==> config.mk <==
export PLATFORM = sky130hd
export DESIGN_NAME = apb_clk_ctrl_regs
export DESIGN_NICKNAME = d
export VERILOG_FILES = /design/src/rtl/apb_clk_ctrl_regs.sv
export SDC_FILE = /design/constraint.sdc
export NUM_CORES = 1
export LEC_CHECK = 0
export CAP_MARGIN = 20
export CORE_MARGIN = 2
export CORE_UTILIZATION = 45
export CTS_CLUSTER_SIZE = 14
export DETAILED_ROUTE_END_ITERATION = 16
export PLACE_DENSITY = 0.78
export SLEW_MARGIN = 20
export SYNTH_ARGS = -nofsm -noshare
export SYNTH_HDL_FRONTEND = slang
export SYNTH_SLANG_ARGS = --single-unit
==> constraint.sdc <==
create_clock -name p_clk -period 2.15 [get_ports p_clk]
set_input_delay 0.3225 -clock p_clk [delete_from_list [all_inputs] [get_ports p_clk]]
set_output_delay 0.3225 -clock p_clk [all_outputs]
set_load 0.005 [all_outputs]
==> src/rtl/apb_clk_ctrl_regs.sv <==
// apb_clk_ctrl_regs: APB clock-control register block with a glitch-safe divider-change sequencer
module apb_clk_ctrl_regs #(
    parameter int          NUM_CH         = 5,
    parameter int          DIV_WIDTH      = 4,
    parameter int          APB_ADDR_WIDTH = 32,
    parameter int          APB_DATA_WIDTH = 32,
    parameter logic [31:0] BASE_ADDR      = 32'h0011_0000,
    parameter int          SETTLE_CYCLES  = 4,
    parameter int          ACK_TIMEOUT    = 64,
    parameter int          DIV_RST        = 0
) (
    input  logic                          p_clk,
    input  logic                          p_rst_n,
    input  logic [APB_ADDR_WIDTH-1:0]     apb_reg_paddr,
    input  logic [2:0]                    apb_reg_pprot,
    input  logic                          apb_reg_psel,
    input  logic                          apb_reg_penable,
    input  logic                          apb_reg_pwrite,
    input  logic [APB_DATA_WIDTH-1:0]     apb_reg_pwdata,
    input  logic [3:0]                    apb_reg_pstrb,
    output logic                          apb_reg_pready,
    output logic [APB_DATA_WIDTH-1:0]     apb_reg_prdata,
    output logic                          apb_reg_pslverr,
    input  logic [NUM_CH-1:0]             clk_off_ack_i,
    output logic [NUM_CH*DIV_WIDTH-1:0]   reg_clk_div_o,
    output logic [NUM_CH-1:0]             reg_clk_tog_o,
    output logic [NUM_CH-1:0]             reg_clk_cken_o,
    output logic [NUM_CH-1:0]             reg_icg_on_o,
    output logic                          irq_o
);

    localparam int CW   = (NUM_CH > 1) ? $clog2(NUM_CH) : 1;
    localparam int AW   = APB_ADDR_WIDTH - 2;
    localparam int TMAX = (ACK_TIMEOUT > SETTLE_CYCLES) ? ACK_TIMEOUT : SETTLE_CYCLES;
    localparam int TW   = $clog2(TMAX + 1);

    localparam logic [2:0] S_IDLE     = 3'd0;
    localparam logic [2:0] S_GATE     = 3'd1;
    localparam logic [2:0] S_WAIT_ACK = 3'd2;
    localparam logic [2:0] S_LOAD     = 3'd3;
    localparam logic [2:0] S_SETTLE   = 3'd4;
    localparam logic [2:0] S_UNGATE   = 3'd5;

    logic [APB_ADDR_WIDTH-1:0] off;
    logic [AW-1:0]             widx;
    logic [AW-1:0]             ch_full;
    logic [CW-1:0]             ch;
    logic [CW-1:0]             first;
    logic                      is_status, is_err, is_ie, is_cfg, mapped;
    logic                      acc, bad, wr_ok;
    logic [31:0]               wmask;
    logic [APB_DATA_WIDTH-1:0] rdata;

    logic [DIV_WIDTH-1:0] div_req_q [NUM_CH];
    logic [DIV_WIDTH-1:0] div_req_d [NUM_CH];
    logic [DIV_WIDTH-1:0] div_out_q [NUM_CH];
    logic [DIV_WIDTH-1:0] div_out_d [NUM_CH];
    logic [NUM_CH-1:0]    tog_q, tog_d;
    logic [NUM_CH-1:0]    cken_q, cken_d;
    logic [NUM_CH-1:0]    icg_q, icg_d;
    logic [NUM_CH-1:0]    ie_q, ie_d;
    logic [NUM_CH-1:0]    err_q, err_d;
    logic [NUM_CH-1:0]    pend_q, pend_d;
    logic [NUM_CH-1:0]    ack_s1_q, ack_s2_q;
    logic [2:0]           state_q, state_d;
    logic [CW-1:0]        cur_q, cur_d;
    logic [TW-1:0]        timer_q, timer_d;
    logic                 gate_q, gate_d;
    logic                 unused_ok;

    // Address decode and APB error qualification; paddr[1:0] is dropped before decoding
    always_comb begin
        off       = {apb_reg_paddr[APB_ADDR_WIDTH-1:2], 2'b00} - APB_ADDR_WIDTH'(BASE_ADDR);
        widx      = off[APB_ADDR_WIDTH-1:2];
        ch_full   = widx - AW'(4);
        ch        = ch_full[CW-1:0];
        is_status = widx == AW'(0);
        is_err    = widx == AW'(1);
        is_ie     = widx == AW'(2);
        is_cfg    = (widx >= AW'(4)) && (widx < AW'(4 + NUM_CH));
        mapped    = is_status || is_err || is_ie || is_cfg;
        acc       = apb_reg_psel && apb_reg_penable;
        bad       = !mapped || (apb_reg_pwrite && (is_status || (is_cfg && pend_q[ch])));
        wr_ok     = acc && apb_reg_pwrite && !bad;
        wmask     = {{8{apb_reg_pstrb[3]}}, {8{apb_reg_pstrb[2]}},
                     {8{apb_reg_pstrb[1]}}, {8{apb_reg_pstrb[0]}}};
    end

    // Read-data mux; unmapped addresses return zero
    always_comb begin
        rdata = '0;
        if (is_status)
            rdata = APB_DATA_WIDTH'(pend_q);
        else if (is_err)
            rdata = APB_DATA_WIDTH'(err_q);
        else if (is_ie)
            rdata = APB_DATA_WIDTH'(ie_q);
        else if (is_cfg) begin
            rdata[DIV_WIDTH-1:0] = div_req_q[ch];
            rdata[8]             = tog_q[ch];
            rdata[9]             = cken_q[ch];
            rdata[10]            = icg_q[ch];
        end
    end

    assign apb_reg_prdata  = rdata;
    assign apb_reg_pslverr = acc && bad;
    assign apb_reg_pready  = 1'b1;
    assign irq_o           = |(err_q & ie_q);
    assign reg_clk_tog_o   = tog_q;
    assign reg_clk_cken_o  = cken_q;

    // Lowest-index pending channel is the next one to be sequenced
    always_comb begin
        first = '0;
        for (int c = NUM_CH - 1; c >= 0; c--)
            if (pend_q[c]) first = CW'(c);
    end

    // Register writes followed by the sequencer, so a timeout set overrides a same-cycle W1C
    always_comb begin
        div_req_d = div_req_q;
        div_out_d = div_out_q;
        tog_d     = tog_q;
        cken_d    = cken_q;
        icg_d     = icg_q;
        ie_d      = ie_q;
        err_d     = err_q;
        pend_d    = pend_q;
        state_d   = state_q;
        cur_d     = cur_q;
        timer_d   = timer_q;
        gate_d    = gate_q;
        if (wr_ok && is_err)
            err_d = err_q & ~(apb_reg_pwdata[NUM_CH-1:0] & wmask[NUM_CH-1:0]);
        if (wr_ok && is_ie)
            ie_d = (ie_q & ~wmask[NUM_CH-1:0]) | (apb_reg_pwdata[NUM_CH-1:0] & wmask[NUM_CH-1:0]);
        if (wr_ok && is_cfg) begin
            if (apb_reg_pstrb[0]) begin
                div_req_d[ch] = apb_reg_pwdata[DIV_WIDTH-1:0];
                pend_d[ch]    = 1'b1;
            end
            if (apb_reg_pstrb[1]) begin
                tog_d[ch]  = apb_reg_pwdata[8];
                cken_d[ch] = apb_reg_pwdata[9];
                icg_d[ch]  = apb_reg_pwdata[10];
            end
        end
        case (state_q)
            S_IDLE: if (|pend_q) begin
                cur_d   = first;
                gate_d  = 1'b1;
                state_d = S_GATE;
            end
            S_GATE: begin
                timer_d = '0;
                state_d = S_WAIT_ACK;
            end
            S_WAIT_ACK: if (ack_s2_q[cur_q])
                state_d = S_LOAD;
            else if (timer_q == TW'(ACK_TIMEOUT - 1)) begin
                err_d[cur_q] = 1'b1;
                state_d      = S_LOAD;
            end else
                timer_d = timer_q + TW'(1);
            S_LOAD: begin
                div_out_d[cur_q] = div_req_q[cur_q];
                timer_d          = '0;
                state_d          = S_SETTLE;
            end
            S_SETTLE: if (timer_q == TW'(SETTLE_CYCLES - 1))
                state_d = S_UNGATE;
            else
                timer_d = timer_q + TW'(1);
            S_UNGATE: begin
                gate_d        = 1'b0;
                pend_d[cur_q] = 1'b0;
                state_d       = S_IDLE;
            end
            default: state_d = S_IDLE;
        endcase
    end

    // State registers; reset leaves every channel ungated at the reset divider
    always_ff @(posedge p_clk or negedge p_rst_n) begin
        if (!p_rst_n) begin
            for (int c = 0; c < NUM_CH; c++) begin
                div_req_q[c] <= DIV_WIDTH'(DIV_RST);
                div_out_q[c] <= DIV_WIDTH'(DIV_RST);
            end
            tog_q   <= '1;
            cken_q  <= '1;
            icg_q   <= '1;
            ie_q    <= '0;
            err_q   <= '0;
            pend_q  <= '0;
            state_q <= S_IDLE;
            cur_q   <= '0;
            timer_q <= '0;
            gate_q  <= 1'b0;
        end else begin
            div_req_q <= div_req_d;
            div_out_q <= div_out_d;
            tog_q     <= tog_d;
            cken_q    <= cken_d;
            icg_q     <= icg_d;
            ie_q      <= ie_d;
            err_q     <= err_d;
            pend_q    <= pend_d;
            state_q   <= state_d;
            cur_q     <= cur_d;
            timer_q   <= timer_d;
            gate_q    <= gate_d;
        end
    end

    // Two-flop synchroniser for the asynchronous clock-stopped acknowledges
    always_ff @(posedge p_clk or negedge p_rst_n) begin
        if (!p_rst_n) begin
            ack_s1_q <= '0;
            ack_s2_q <= '0;
        end else begin
            ack_s1_q <= clk_off_ack_i;
            ack_s2_q <= ack_s1_q;
        end
    end

    // Effective outputs: the sequencer gate masks the software ICG enable of the active channel
    always_comb begin
        reg_clk_div_o = '0;
        reg_icg_on_o  = '0;
        for (int c = 0; c < NUM_CH; c++) begin
            reg_clk_div_o[c*DIV_WIDTH +: DIV_WIDTH] = div_out_q[c];
            reg_icg_on_o[c] = icg_q[c] & ~(gate_q && (cur_q == CW'(c)));
        end
    end

    assign unused_ok = ^{apb_reg_pprot, apb_reg_paddr, apb_reg_pwdata, wmask, off, ch_full};

endmodule

==> out/metrics.csv, run 1 <==
stage;metric;value;unit
routing;detail_route.vias_per_cell;5.620;
synthesis;yosysTopAreaCell;sky130_fd_sc_hd__dfrtp_1;
synthesis;synth_enable_flop_cells;0;
pwr;leakage;3.102;nW
worst_setup_path;timing.reg2reg.worst_path_depth;8;
finish;diodes;0;
synthesis;yosys.area.top_type_share;40.70;%
timing;achievable-frequency;0.4684;GHz
run_status;status;finished clean;
timing;timing_hold_violations_final;0;
floorplanning;core;10420;sq um
grt;grt_start_max_net_pins;44;
timing;relSlewSlack;58.45;%
synthesis;synthesis.area_per_instance;10.87;sq um
synthesis;synth_area_leaders;sky130_fd_sc_hd__dfrtp_1, sky130_fd_sc_hd__mux2_2, sky130_fd_sc_hd__dfstp_2;
cts;clock_pin_transition_on_the_worst_setup_and_hold_timing_paths;100;ps
floorplanning;rows;37;
cts;h-tree-depth;3;
routing;detail_route.wl_per_cell;18.13;um
grt;gr-usage-all-layers;23.48;%
timing;post-route-min-period;2135;ps
timing;drv_slew;0;
routing;postRouteAntennaNets;0;
synthesis;synthesized_flop_and_latch_total;94;
timing;final-setup-viol-count;0;
cts;clock_network_latency_to_the_later_pin_of_the_worst_skew_pair;380;ps
worst_setup_path;crit_path_max_fanout;8;
pwr;max-vdd-ir-drop;0.0004650;V
routing;wirelength;13.49;mm
finish;drive_above_1_share;33.55;%
routing;routed-via-count;4181;
pwr;power_frac_seq;45.7;%
routing;drc_errors;0;
run;max_cap_violation_count;0;
worst_setup_path;data_arrival_critical_path;1810;ps
worst_setup_path;timing.critical_path.slowest_stage_cell;sky130_fd_sc_hd__clkdlybuf4s50_1;
worst_setup_path;critPathKind;reg -> out;
pwr;pwr_density_cell;676.1;nW/um^2
worst_setup_path;critPathCaptureType;primary output;
synthesis;post_synth_most_frequent_cells;sky130_fd_sc_hd__dfrtp_1, sky130_fd_sc_hd__mux2_2, sky130_fd_sc_hd__nor2_1;
routing;dr.pass1.iters;5;
cts;cts-root-buf;sky130_fd_sc_hd__clkbuf_8;
grt;grt_pass1_wl;20.98;mm
pwr;switching_share;34.53;%
placed_design;hpwlAfterDp;9.811;mm
worst_setup_path;timing.critical_path.slowest_cell_delay;520;ps
synthesis;netlist_area;4857;sq um
synthesis;synth.distinct_cells;48;
synthesis;synthesis.instances;447;
finish;finish.net_count;685;
worst_hold_path;worst_hold_path_type;reg -> reg;
timing;final.hold.worst_slack;357.4;ps
routing;drt_first_iter_violations;290;
synthesis;async_flop_share;100.0;%
timing;worst_pin_slew;616.8;ps
worst_hold_path;holdPathStages;0;
worst_setup_path;critPathLaunchType;register;
floorplanning;ios;151;
worst_setup_path;timing.critical_path.cells;nor2b_4, nand2_2, o21a_1, clkdlybuf4s50_1;
floorplanning;die_area;11640;sq um
pwr;net_switching;0.001558;W
floorplanning;starting_density_of_the_core;46.63;%
synthesis;most_repeated_cell_in_the_gate_level_netlist_after_synthesis;sky130_fd_sc_hd__dfrtp_1;
floorplanning;chipHeight;107.9;um
worst_setup_path;timing.critical_path.required;1830;ps
grt;number_of_global_route_vias_before_repair;4117;
timing;rsz_0062_raised_after_global_routing;true;
synthesis;number_of_synthesis_warnings;0;
placed_design;buffer_ports.inserted;94;
cts;ctsLongestPathBuffers;2;
grt;grt_remaining_overflow;0;
pwr;p_comb_share;30.3;%
cts;clkSinkCount;94;
cts;tritoncts;done;
pwr;pwr-share-clk;24.1;%
timing;worst_clock_skew;17.44;ps
placed_design;place.gp.congestion;0.9349;
timing;final_min_period_over_clock_period;99.29;%
floorplanning;die_width;107.9;um
cts;cts_made_buffers;9;
synthesis;synth-seq-area-share;48.82;%
pwr;internal_power;0.002954;W
pwr;power.total;0.004511;W
finish;layout_overhead_on_the_synthesized_area;37.38;%
synthesis;dominantRegCellSynth;sky130_fd_sc_hd__dfrtp_1;
grt;grt_antenna_before_repair;0;
==> power groups by stage <==
stage	clock, W	sequential, W	combinational, W
after floorplan	0	0.00201	0.000741
after global placement	0	0.00208	0.00118
after detailed placement	0	0.00208	0.00121
after CTS	0.00110	0.00205	0.00130
after global routing	0.00118	0.00208	0.00148
final	0.00109	0.00206	0.00137
==> critical path: cells and delay by family, from the launching register on <==
kind | cells | cell delay [ps]
buffers and inverters | 1 | 520
DFF | 1 | 490
and+or+nand+nor | 2 | 260
AOI/OAI and AO/OA | 1 | 160
==> through the flow <==
step / utilization, % / instance area (sq um) / TNS, ps / cells / setup WS, ps
after CTS: 63.38 / 6601 / -14.50 / 744 / -14.50
final: 64.06 / 6673 / 0 / 744 / 15.27
after global routing: 64.06 / 6673 / -100.5 / 744 / -45.62
after floorplan: - / 4943 / 0 / 470 / 166.9
after detailed placement: 60.14 / 6265 / -22980 / 716 / -644.7
after global placement: 60.14 / 6265 / -20760 / 716 / -568.1
==> metal layers <==
metal	routed length, um	global-route usage, %	part of all wire [%]
met1	5626	30.58	42
met2	6610	37.87	49
met3	893	5.327	6.6
met4	354	9.524	2.6
met5	0	0	0
==> flip-flops by register name, indices dropped and copies added, names as in the netlist, 5 cells and up, named ones only <==
| register | count |
|---|---|
| err_q | 5 |
| reg_clk_div_o | 20 |
| reg_clk_cken_o | 5 |
| pend_q | 5 |
| timer_q | 7 |
| ack_s2_q | 5 |
| reg_clk_tog_o | 5 |
| div_req_q | 20 |
| ack_s1_q | 5 |
| icg_q | 5 |
==> kinds of logic after synthesis <==
family	share of synthesized area, %
simple gates	13.55
fa+ha+maj	0.2576
compound gates	10.43
other cells	0.1546
buf+inv	6.131
flops	48.82
mux	20.30
xor+xnor	0.3607
==> worst paths after layout <==
kind                             startpoint                to  slack [ps]
worst max-delay path               cur_q[1]   reg_icg_on_o[3]          20
worst min-delay path            ack_s1_q[1]       ack_s2_q[1]         360
worst max register to register    pend_q[1]      div_req_q[7]         100
worst min register to register  ack_s1_q[1]       ack_s2_q[1]         360
max in group asynchronous           p_rst_n  reg_clk_tog_o[0]        1080
min in group asynchronous           p_rst_n        state_q[1]         420
==> what timing repair did <==
action / CTS / global route
hold buffers: 1 / 0
hold endpoints to repair: 30 / 0
setup buffers: 11 / 0
gates cloned: 1 / 0
setup endpoints to repair: 43 / 44
resized for setup: 95 / 26
pin swaps: 13 / 13
==> area by class of cell <==
cell class              instances  area [sq um]
clock inverters                 6         45.04
well taps                     136         170.2
inverters                      12         45.04
fillers                       810          3744
clock buffers                  10         127.6
flip-flops and latches         94          2374
multi-input cells             323          2420
repair buffers                163          1491
==> cell usage in the layout (no fill, tap or decap), types with 7 or more instances in the layout <==
cell and count:
sky130_fd_sc_hd__dfstp_2 15, sky130_fd_sc_hd__nand2_1 21, sky130_fd_sc_hd__dlymetal6s2s_1 9, sky130_fd_sc_hd__inv_1 12, sky130_fd_sc_hd__buf_2 8, sky130_fd_sc_hd__o21ai_0 23
sky130_fd_sc_hd__nand3_1 18, sky130_fd_sc_hd__nor3_1 12, sky130_fd_sc_hd__dlygate4sd2_1 17, sky130_fd_sc_hd__clkdlybuf4s50_1 54, sky130_fd_sc_hd__mux2_2 59, sky130_fd_sc_hd__o22ai_1 7
sky130_fd_sc_hd__buf_6 11, sky130_fd_sc_hd__dfrtp_1 77, sky130_fd_sc_hd__mux2i_1 22, sky130_fd_sc_hd__buf_4 56, sky130_fd_sc_hd__a21oi_1 22, sky130_fd_sc_hd__nor2_1 25
sky130_fd_sc_hd__conb_1 25, sky130_fd_sc_hd__clkbuf_8 9
(Power assumes the default switching activity.)
==> run 2: changes to the inputs <==
--- a/config.mk
+++ b/config.mk
@@ -11,6 +11,7 @@
 export CTS_CLUSTER_SIZE = 14
 export DETAILED_ROUTE_END_ITERATION = 16
 export PLACE_DENSITY = 0.78
+export RECOVER_POWER = 50
 export SLEW_MARGIN = 20
 export SYNTH_ARGS = -nofsm -noshare
 export SYNTH_HDL_FRONTEND = slang
==> run 2 against run 1 <==
Sequential cell count is the same. Worst setup slack improved by 11 ps. Clock-buffer cell count unchanged. Die area unchanged. Critical endpoint unchanged. Largest power group unchanged.
==> out/metrics.csv, run 2 (synthesized netlist as in run 1, its figures left out) <==
stage;metric;value;unit;change
timing;rsz_0062_raised_after_global_routing;true;;
floorplanning;rows;37;;unchanged
worst_setup_path;timing.critical_path.slowest_cell_delay;520;ps;about the same
routing;postRouteAntennaNets;0;;unchanged
worst_setup_path;timing.reg2reg.worst_path_depth;8;;unchanged
floorplanning;core;10420;sq um;unchanged
grt;number_of_global_route_vias_before_repair;4117;;unchanged
cts;clock_network_latency_to_the_later_pin_of_the_worst_skew_pair;380;ps;about the same
cts;cts-root-buf;sky130_fd_sc_hd__clkbuf_8;;
timing;setup_tns;0;ps;unchanged
worst_setup_path;worst_setup_path_endpoint;reg_icg_on_o[3];;
worst_setup_path;timing.critical_path.slowest_stage_cell;sky130_fd_sc_hd__clkdlybuf4s50_1;;
worst_setup_path;timing.critical_path.cells;nor2b_4, nand2_2, o21a_1, clkdlybuf4s50_1;;
timing;relSlewSlack;49.98;%;-8.5 points
cts;ctsLongestPathBuffers;2;;unchanged
finish;multi_input_comb_area;2420;sq um;unchanged
placed_design;dpl_cell_area;6265;sq um;unchanged
routing;drc_errors;0;;unchanged
timing;achievable-frequency;0.4709;GHz;+0.52%
worst_hold_path;holdPathStages;0;;unchanged
timing;post-route-min-period;2124;ps;-11.09 ps
finish;diodes;0;;unchanged
routing;dr.pass1.iters;5;;unchanged
floorplanning;die_area;11640;sq um;unchanged
finish;layout.cells.most_common_list;sky130_fd_sc_hd__dfrtp_1, sky130_fd_sc_hd__mux2_2, sky130_fd_sc_hd__buf_4;;
worst_hold_path;worst_hold_path_type;reg -> reg;;
finish;postLayoutCoreUtil;63.82;%;-0.24 points
cts;tritoncts;done;;
floorplanning;starting_density_of_the_core;46.63;%;unchanged
run_status;status;finished clean;;
timing;timing_hold_violations_final;0;;unchanged
worst_setup_path;timing.critical_path.required;1830;ps;about the same
placed_design;place.gp.congestion;0.9349;;unchanged
floorplanning;ios;151;;unchanged
timing;drv_slew;0;;unchanged
placed_design;buffer_ports.inserted;94;;unchanged
finish;nFillCells;818;;+0.99%
grt;gr-usage-all-layers;23.48;%;unchanged
timing;final_min_period_over_clock_period;98.77;%;-0.52 points
worst_setup_path;critPathLaunchType;register;;
timing;worst_slack;26.36;ps;+11.09 ps
finish;postLayoutCellArea;6648;sq um;-0.37%
worst_setup_path;data_arrival_critical_path;1800;ps;about the same
floorplanning;chipHeight;107.9;um;unchanged
cts;clock_pin_transition_on_the_worst_setup_and_hold_timing_paths;100;ps;about the same
cts;h-tree-depth;3;;unchanged
worst_setup_path;critPathKind;reg -> out;;
pwr;max-vdd-ir-drop;0.0004639;V;-0.23%
worst_setup_path;path_depth;4;;unchanged
worst_setup_path;start_point_of_the_critical_path;cur_q[1];;
grt;grt_antenna_before_repair;0;;unchanged
worst_setup_path;r2r-start;pend_q[1];;
worst_setup_path;crit_path_max_fanout;8;;unchanged
timing;final.hold.worst_slack;358.0;ps;+0.5890 ps
floorplanning;die_width;107.9;um;unchanged
worst_setup_path;cp_top_family;buffers and inverters;;
grt;grt_start_max_net_pins;44;;unchanged
routing;detail_route.vias_per_cell;5.630;;+0.19%
placed_design;hpwlAfterDp;9.811;mm;unchanged
routing;drt_first_iter_violations;374;;+29%
routing;detail_route.wl_per_cell;18.01;um;-0.61%
cts;cts_made_buffers;9;;unchanged
pwr;leakage;3.105;nW;about the same
finish;area.sequential;2374;sq um;unchanged
pwr;pwr_density_cell;674.7;nW/um^2;-0.20%
finish;layout_overhead_on_the_synthesized_area;36.86;%;
finish;finish.net_count;685;;unchanged
run;max_cap_violation_count;0;;unchanged
finish;drive_above_1_share;33.22;%;-0.33 points
worst_setup_path;cp.buffers_inverters;1;;unchanged
timing;worst_clock_skew;14.64;ps;-2.795 ps
timing;final-setup-viol-count;0;;unchanged
routing;wirelength;13.40;mm;-0.61%
finish;layout_commonest_cell;sky130_fd_sc_hd__dfrtp_1;;
placed_design;place_worst_setup_slack;-644.7;ps;unchanged
cts;clkSinkCount;94;;unchanged
worst_setup_path;worst-r2r-setup-slack;110;ps;about the same
grt;grt_remaining_overflow;0;;unchanged
timing;worst_pin_slew;750.3;ps;+133.5 ps
grt;grt_pass1_wl;20.98;mm;unchanged
worst_setup_path;critPathCaptureType;primary output;;
routing;routed-via-count;4189;;+0.19%
worst_setup_path;crit-reg2reg-capture;div_req_q[7];;
-- run 2: cell count changes in the layout (fill, tap and decap cells not counted), sizes merged --
cell	previous run	this run
clkbuf	11	16
buf	78	73
dlygate4sd3	1	10
clkdlybuf4s50	54	45
-- run 2: metal layers --
layer  vias to the layer above  global-route usage, %  wire, um
li1                       1884                      -         -
met1                      2095                  30.58      5435
met2                       176                  37.87      6623
met3                        34                  5.327       956
met4                         0                  9.524       388
met5                         -                      0         0
-- run 2: worst min path at each step --
stage | startpoint | to | slack (ps)
after floorplan | p_rst_n | asynchronous set/reset pin | 30
after global placement | p_rst_n | ack_s1_q[0] | 280
after detailed placement | p_rst_n | ack_s1_q[0] | 280
after CTS | ack_s1_q[1] | ack_s2_q[1] | 360
after global routing | ack_s1_q[3] | ack_s2_q[3] | 380
final | ack_s1_q[1] | ack_s2_q[1] | 360
-- run 2: power by group --
| part | internal [W] | switching (W) | leakage (nW) |
|---|---|---|---|
| Clock | 0.000429 | 0.000651 | 0.0846 |
| Sequential | 0.00190 | 0.000165 | 1.17 |
| Combinational | 0.000610 | 0.000735 | 1.85 |
-- run 2: layout make-up --
class / count / area share (%)
clock buffer: 10 / 1.920
clock inverter: 6 / 0.6776
inverter: 12 / 0.6776
multi-input combinational: 323 / 36.40
sequential: 94 / 35.70
tap: 136 / 2.560
timing repair buffer: 163 / 22.06
-- run 2: worst register-to-register path, cell delays in order (launching register included) --
cell                       delay, ps
sky130_fd_sc_hd__dfrtp_1         400
sky130_fd_sc_hd__a21boi_1        190
sky130_fd_sc_hd__o32ai_1         140
sky130_fd_sc_hd__buf_4           160
sky130_fd_sc_hd__nor4_4          300
sky130_fd_sc_hd__buf_4           180
sky130_fd_sc_hd__nand4_1         100
sky130_fd_sc_hd__buf_6           160
sky130_fd_sc_hd__mux2_4          290
-- run 2: through the flow --
stage / cells / total power [W]
global placement: 716 / 0.003253
CTS: 744 / 0.004447
detailed placement: 716 / 0.003289
finish: 744 / 0.004485
global route: 744 / 0.004712
floorplan: 470 / 0.002753
-- run 2: what timing repair did --
action                                  in CTS  in global routing
hold buffers                                 1                  0
endpoints found under the setup margin      43                 44
cloned                                       1                  0
pin swaps                                   13                 13
hold endpoints to repair                    30                  0
resized for setup                           95                 26
buffers inserted                            11                  0
